### config.mk
export PLATFORM = sky130hd
export DESIGN_NAME = irq_pend_ctrl8
export DESIGN_NICKNAME = d
export VERILOG_FILES = /design/src/rtl/irq_pend_ctrl8_pkg.sv /design/src/rtl/irq_sync_edge.sv /design/src/rtl/irq_pend_ctrl8.sv
export SDC_FILE = /design/constraint.sdc
export NUM_CORES = 1
export LEC_CHECK = 0
export ABC_AREA = 0
export CAP_MARGIN = 40
export CORE_MARGIN = 2
export CORE_UTILIZATION = 41
export CTS_CLUSTER_DIAMETER = 30
export CTS_CLUSTER_SIZE = 24
export DETAILED_ROUTE_END_ITERATION = 16
export PLACE_DENSITY = 0.74
export SETUP_SLACK_MARGIN = 0.5
export SYNTH_ARGS = -nofsm -noshare
export SYNTH_HDL_FRONTEND = slang
export SYNTH_SLANG_ARGS = --single-unit
### constraint.sdc
create_clock -name clk -period 1.65 [get_ports clk]
set_input_delay 0.495 -clock clk [delete_from_list [all_inputs] [get_ports clk]]
set_output_delay 0.495 -clock clk [all_outputs]
set_load 0.01 [all_outputs]
### src/rtl/irq_pend_ctrl8_pkg.sv
// ---------------------------------------------------------------------------
// irq_pend_ctrl8_pkg : shared sizes and reset constants for irq_pend_ctrl8
// Rev 1.0
// ---------------------------------------------------------------------------
`default_nettype none

package irq_pend_ctrl8_pkg;
  localparam int            N_REQ    = 8;
  localparam int            ID_W     = 3;
  localparam logic [N_REQ-1:0] MASK_RST = 8'hFF;
endpackage

`default_nettype wire

### src/rtl/irq_sync_edge.sv
// ---------------------------------------------------------------------------
// irq_sync_edge : one request line synchroniser with optional rising-edge detect
// Rev 1.0
// ---------------------------------------------------------------------------
`default_nettype none

module irq_sync_edge #(
  parameter int SYNC_STAGES = 2,
  parameter int EDGE_MODE   = 1
) (
  input  logic clk,
  input  logic rst_n,
  input  logic i_req,
  output logic o_event
);

  logic [SYNC_STAGES-1:0] r_sync;
  logic                   r_prev;
  logic                   w_sync_out;

  assign w_sync_out = r_sync[SYNC_STAGES-1];

  // History starts at 0 so a line already high at reset release yields one event.
  always_ff @(posedge clk or negedge rst_n) begin
    if (!rst_n) begin
      r_sync <= '0;
      r_prev <= 1'b0;
    end else begin
      r_sync <= {r_sync[SYNC_STAGES-2:0], i_req};
      r_prev <= w_sync_out;
    end
  end

  assign o_event = (EDGE_MODE != 0) ? (w_sync_out & ~r_prev) : w_sync_out;

endmodule

`default_nettype wire

### src/rtl/irq_pend_ctrl8.sv
// ---------------------------------------------------------------------------
// irq_pend_ctrl8 : sticky masked pending bits feeding a registered
//                  highest-index valid/ready presenter, with overflow flags
// Rev 1.0
// ---------------------------------------------------------------------------
`default_nettype none

module irq_pend_ctrl8
  import irq_pend_ctrl8_pkg::*;
#(
  parameter int SYNC_STAGES = 2,
  parameter int EDGE_MODE   = 1
) (
  input  logic             clk,
  input  logic             rst_n,
  input  logic [N_REQ-1:0] req_in,
  input  logic             mask_wr,
  input  logic [N_REQ-1:0] mask_din,
  output logic [N_REQ-1:0] mask_q,
  output logic [N_REQ-1:0] pend_q,
  output logic             irq_valid,
  output logic [ID_W-1:0]  irq_id,
  input  logic             irq_ready,
  output logic [N_REQ-1:0] ovf_q,
  input  logic             ovf_clr
);

  logic [N_REQ-1:0] w_event;
  logic [N_REQ-1:0] w_clr;
  logic [N_REQ-1:0] w_sel;
  logic             w_hs;

  logic [N_REQ-1:0] r_pend;
  logic [N_REQ-1:0] r_mask;
  logic [N_REQ-1:0] r_ovf;
  logic             r_valid;
  logic [ID_W-1:0]  r_id;

  function automatic logic [ID_W-1:0] f_top_idx(input logic [N_REQ-1:0] v);
    f_top_idx = '0;
    for (int i = 0; i < N_REQ; i++) begin
      if (v[i]) f_top_idx = ID_W'(i);
    end
  endfunction

  generate
    for (genvar g = 0; g < N_REQ; g++) begin : g_line
      irq_sync_edge #(
        .SYNC_STAGES (SYNC_STAGES),
        .EDGE_MODE   (EDGE_MODE)
      ) u_sync (
        .clk     (clk),
        .rst_n   (rst_n),
        .i_req   (req_in[g]),
        .o_event (w_event[g])
      );
    end
  endgenerate

  assign w_hs  = r_valid & irq_ready;
  assign w_clr = w_hs ? (N_REQ'(1) << r_id) : '0;
  // The bit being acknowledged must not be re-presented on a back-to-back grant.
  assign w_sel = pend_q & ~w_clr;

  always_ff @(posedge clk or negedge rst_n) begin
    if (!rst_n) begin
      r_pend  <= '0;
      r_mask  <= MASK_RST;
      r_ovf   <= '0;
      r_valid <= 1'b0;
      r_id    <= '0;
    end else begin
      r_pend <= (r_pend & ~w_clr) | w_event;
      r_ovf  <= (ovf_clr ? '0 : r_ovf) | (w_event & r_pend & ~w_clr);
      if (mask_wr) r_mask <= mask_din;
      if (!r_valid || w_hs) begin
        r_valid <= |w_sel;
        r_id    <= f_top_idx(w_sel);
      end
    end
  end

  assign mask_q    = r_mask;
  assign pend_q    = r_pend & r_mask;
  assign ovf_q     = r_ovf;
  assign irq_valid = r_valid;
  assign irq_id    = r_id;

endmodule

`default_nettype wire

# [After elaboration in Yosys (flattened, before gate mapping)]
# Cells that the tools add are included.
[classes] n_shift=1 n_mux=9 bitwise_logic=25 reduce_logical=3
[op_table] op="AND 8 bit" count=5
[op_table] op="two-way mux 3 bit" count=6
[op_table] op="two-way mux 8 bit" count=2
[op_table] op="bitwise OR 8 bit" count=2
[op_table] op="AND 1 bit" count=9
[op_table] op="NOT 1 bit" count=8
[op_table] op="NOT 8 bit" count=1
[op_table] op="OR reduction 8 bit" count=1
[op_table] op="left shift 1 x 3 -> 8 bit (first input constant)" count=1
[op_table] op="zero test 1 bit" count=1
[op_table] op="logical OR 1 bit" count=1
[op_table] op="two-way mux 1 bit" count=1
[word_totals] reg_bits=52 input_bits=21 out_inout_bits=28 wordCells=59

# [Depth between registers and ports, before layout]
[logic_depth] depth_word=11 depth_mapped=4 depth_no_buf=4

# [By module]
# From an unflattened synthesis, not the netlist that was laid out.
[unflattened] hier_cells=142 area_unflattened_um2=1981.9
[modules_own_cells] module="irq_pend_ctrl8" n_inst=1 cells_each=110 area_each_um2=1271.2 seq_area_each_um2=710.7
[modules_own_cells] module="irq_sync_edge" n_inst=8 cells_each=4 area_each_um2=88.8 seq_area_each_um2=75.1

# [Least setup slack after synthesis]
# OpenSTA, ideal clock, no wires.
[synth_timing] path_kind="reg-to-reg" from="register r_mask[3] (netlist: mask_q[3])" to="register r_id[1] (netlist: irq_id[1])" setup_time_ns=0.077 arrival_ns=1.185 required_time_ns=1.573 slack_ns=0.388 path_stages_with_launch=5 n_path_buf=0 period_less_slack_ns=1.262 path_cell_list="dfstp_2 -> and2_1 -> a21boi_1 -> o211ai_1 -> a21oi_1"
[synth_via] elab_chain_len=7
[synth_rtl] element="start: declaration" line_no="irq_pend_ctrl8.sv:34" rtl="logic [N_REQ-1:0] r_mask;"
[synth_rtl] element="start signal: assignment" line_no="irq_pend_ctrl8.sv:75" rtl="if (mask_wr) r_mask <= mask_din;"
[synth_rtl] element="AND 8 bit" line_no="irq_pend_ctrl8.sv:84" rtl="assign pend_q = r_pend & r_mask;"
[synth_rtl] element="net pend_q[3]" line_no="irq_pend_ctrl8.sv:20" rtl="output logic [N_REQ-1:0] pend_q,"
[synth_rtl] element="AND 8 bit" line_no="irq_pend_ctrl8.sv:63" rtl="assign w_sel = pend_q & ~w_clr;"
[synth_rtl] element="two-way mux 3 bit (5 in a row)" line_no="irq_pend_ctrl8.sv:42" rtl="if (v[i]) f_top_idx = ID_W'(i);"
[synth_rtl] element="end signal: assignment" line_no="irq_pend_ctrl8.sv:78" rtl="r_id <= f_top_idx(w_sel);"
[synth_rtl] element="end: declaration" line_no="irq_pend_ctrl8.sv:37" rtl="logic [ID_W-1:0] r_id;"
# The timed path passes the listed nets, and every way through them passes these cells.
# A chain may end at the register's enable or synchronous reset.

# [Final worst setup path]
[layout_timing] from="register r_mask[4] (netlist: mask_q[4])" to="output port pend_q[4]"
[layout_via] elab_chain_len=1
[layout_rtl] element="AND 8 bit" line_no="irq_pend_ctrl8.sv:84"
[layout_rtl] element="end: declaration" line_no="irq_pend_ctrl8.sv:20"
# No other way between the ends.

==> metrics.cfg <==
[status]
outcome=finished clean

[yosys]
yosys_warnings=0
yosysTopAreaCellShare_pct=57.97
synth.distinct_cells=31
yosys_register_bits=52
async_flop_share_pct=100.0
syn_inst=148
yosys.area.top_type=dfrtp_1
synth-edff-count=0
synth_flop_cell=dfrtp_1
ys_top_cells_by_area=dfrtp_1 (58%), dfstp_2 (11%), mux2_2 (4.7%)
synthesis.area_um2=1899
synth_nets=169
syn_avg_cell_area_um2=12.83
synth_seq_area_share_pct=69.04

[route]
drc=0
ant_nets=0
routed_wirelength_um=4504
drt_iter0_drc=158
vias_per_cell=4.980
post_drt_wl_per_cell_um=15.32
detail_route.first_pass.iterations=4
vias=1464

[min_path]
min_path_type=in2async

[sta]
final.min_clock_period_ps=1602
finalSetupViolations=0
finalHoldViolations=0
slew_headroom_pct=65.97
fin_crit_sh_pct=97.12
worst_slack_ps=47.50
final-max-slew-violation-count=0
finClkSkew_ps=6.235
rsz0062_at_grt=yes
whs_ps=164.5
tightest_slew_ps=510.5
fmax_ghz=0.6240

[global_routing]
grt_max_degree=53
grt_antenna_before_repair=0
grt_pass1_vias=1428
grt-ovfl-total=0
grt_usage_pct=16.95
grt_pass1_wl_um=6686

[critical_path]
cp_data_arrival_time_ps=1110
critPathRequiredTime_ps=1150
startpoint_type=flip-flop
crit_path_end_kind=primary output
worstSetupPathType=reg2out
worstPathMaxFanout=3

[die]
die_area_um2=5193
die_h_um=72.06
core_area_um2=4414
ios=49
start_util_pct=43.03
die_x_um=72.06
rows=24

[clock_network]
clockRootBuffer=clkbuf_8
path_clk_slew_ps=90
cts_tree=done
clk_latency_ps=300
clk_path_buf_depth=2
cts_max_level=2
cts.sinks=52
hold_buffers=0
cts_made_buffers=5

[cells_and_area]
layout_common_cells=dfrtp_1 (40), buf_6 (32), buf_4 (27)
num-nets-final=262
area_growth_pct=61.79
drive_gt1_share_pct=57.44
num_antenna_cells=0
final_common_cell=dfrtp_1

[placement]
port_buffers=48
gp_congestion=0.8998
hpwl_um=2817
pre_cts_ws_ps=-373.0

[job]
drv_cap=0

[power]
p_leak_nw=1.405
irDropWorstVdd_mv=0.6330
power_per_cell_area_nw_per_um2=1400

## registers in the layout, summed over array words and instances, names as in the netlist
name	flops
g_line.u_sync.r_sync	16
g_line.u_sync.r_prev	8
mask_q	8
ovf_q	8
r_pend	8
irq_id	3
irq_valid	1
## per-stage QoR
stage	cell area (µm²)	utilization, %	setup TNS, ps	std cells	power, mW
2_1_floorplan	1949	-	0	148	2.232
3_3_place_gp	2621	59.38	-2762	263	2.842
3_5_place_dp	2621	59.38	-3988	263	2.884
4_1_cts	2873	65.08	0	285	4.001
5_1_grt	3073	69.61	0	294	4.513
6_report	3073	69.61	0	294	4.301
## where the power goes
group          total [mW]  internal [mW]  switching, mW
sequential           1.65           1.49          0.155
combinational        1.81           1.00          0.804
clock               0.847          0.450          0.397
## worst paths after layout
kind | startpoint | slack (ps) | cells past startpoint | end
setup / recovery | mask_q[4]$_DFFE_PN1P_ | 50 | 2 | pend_q[4]
hold / removal | rst_n | 160 | 2 | irq_id[1]$_DFFE_PN0P_
setup reg to reg | irq_id[1]$_DFFE_PN0P_ | 90 | 7 | irq_id[0]$_DFFE_PN0P_
hold reg to reg | g_line[4].u_sync.r_sync[0]$_DFF_PN0_ | 350 | 0 | g_line[4].u_sync.r_sync[1]$_DFF_PN0_
max in group asynchronous | rst_n | 1210 | 2 | mask_q[7]$_DFFE_PN1P_
min in group clk | g_line[4].u_sync.r_sync[0]$_DFF_PN0_ | 350 | 0 | g_line[4].u_sync.r_sync[1]$_DFF_PN0_
## cells in the mapped netlist (2+ instances only)
library cell / instances
and2_1: 9
nor2_1: 5
o21a_1: 2
inv_1: 8
dfstp_2: 8
o211ai_1: 2
dfrtp_1: 44
nand2_1: 16
a21boi_1: 3
o21ai_0: 4
nand2b_1: 9
o21ai_1: 2
o22ai_1: 9
a21oi_1: 3
mux2_2: 8
## layer usage
layer	up-vias	track usage [%]	routed length (µm)
met2	47	27.32	2397
met4	0	8.595	156
li1	687	-	-
met3	15	4.306	202
met5	-	0	0
met1	715	21.23	1747
## worst max-delay path, stage by stage (launching register included)
cell	delay, ps
dfstp_2	560
and2_4	150
buf_6	90
## final cells by class
type                            instances  area [µm²]
Tap cell                               52       65.06
Timing Repair Buffer                   88       810.8
Clock buffer                            6       72.57
Fill cell                             289        1341
Clock inverter                          2       35.03
Sequential cell                        52        1316
Inverter                                8       30.03
Multi-Input combinational cell         86       743.2
## cells by family (layout without fill, tap and decap cells)
kind of cell	count (synthesis)	in the layout	synth area share, %
DFF	52	52	69.04
and+or+nand+nor	49	49	14.56
AOI/OAI and AO/OA	29	29	9.683
buffers and inverters	10	104	1.976
muxes	8	8	4.743
## timing repair
action,in CTS,in global routing
gates resized for setup,157,29
endpoints found under the hold margin,0,0
buffers inserted,14,9
pin swaps,12,15
endpoints found under the setup margin,56,46
(Power assumes the default switching activity.)
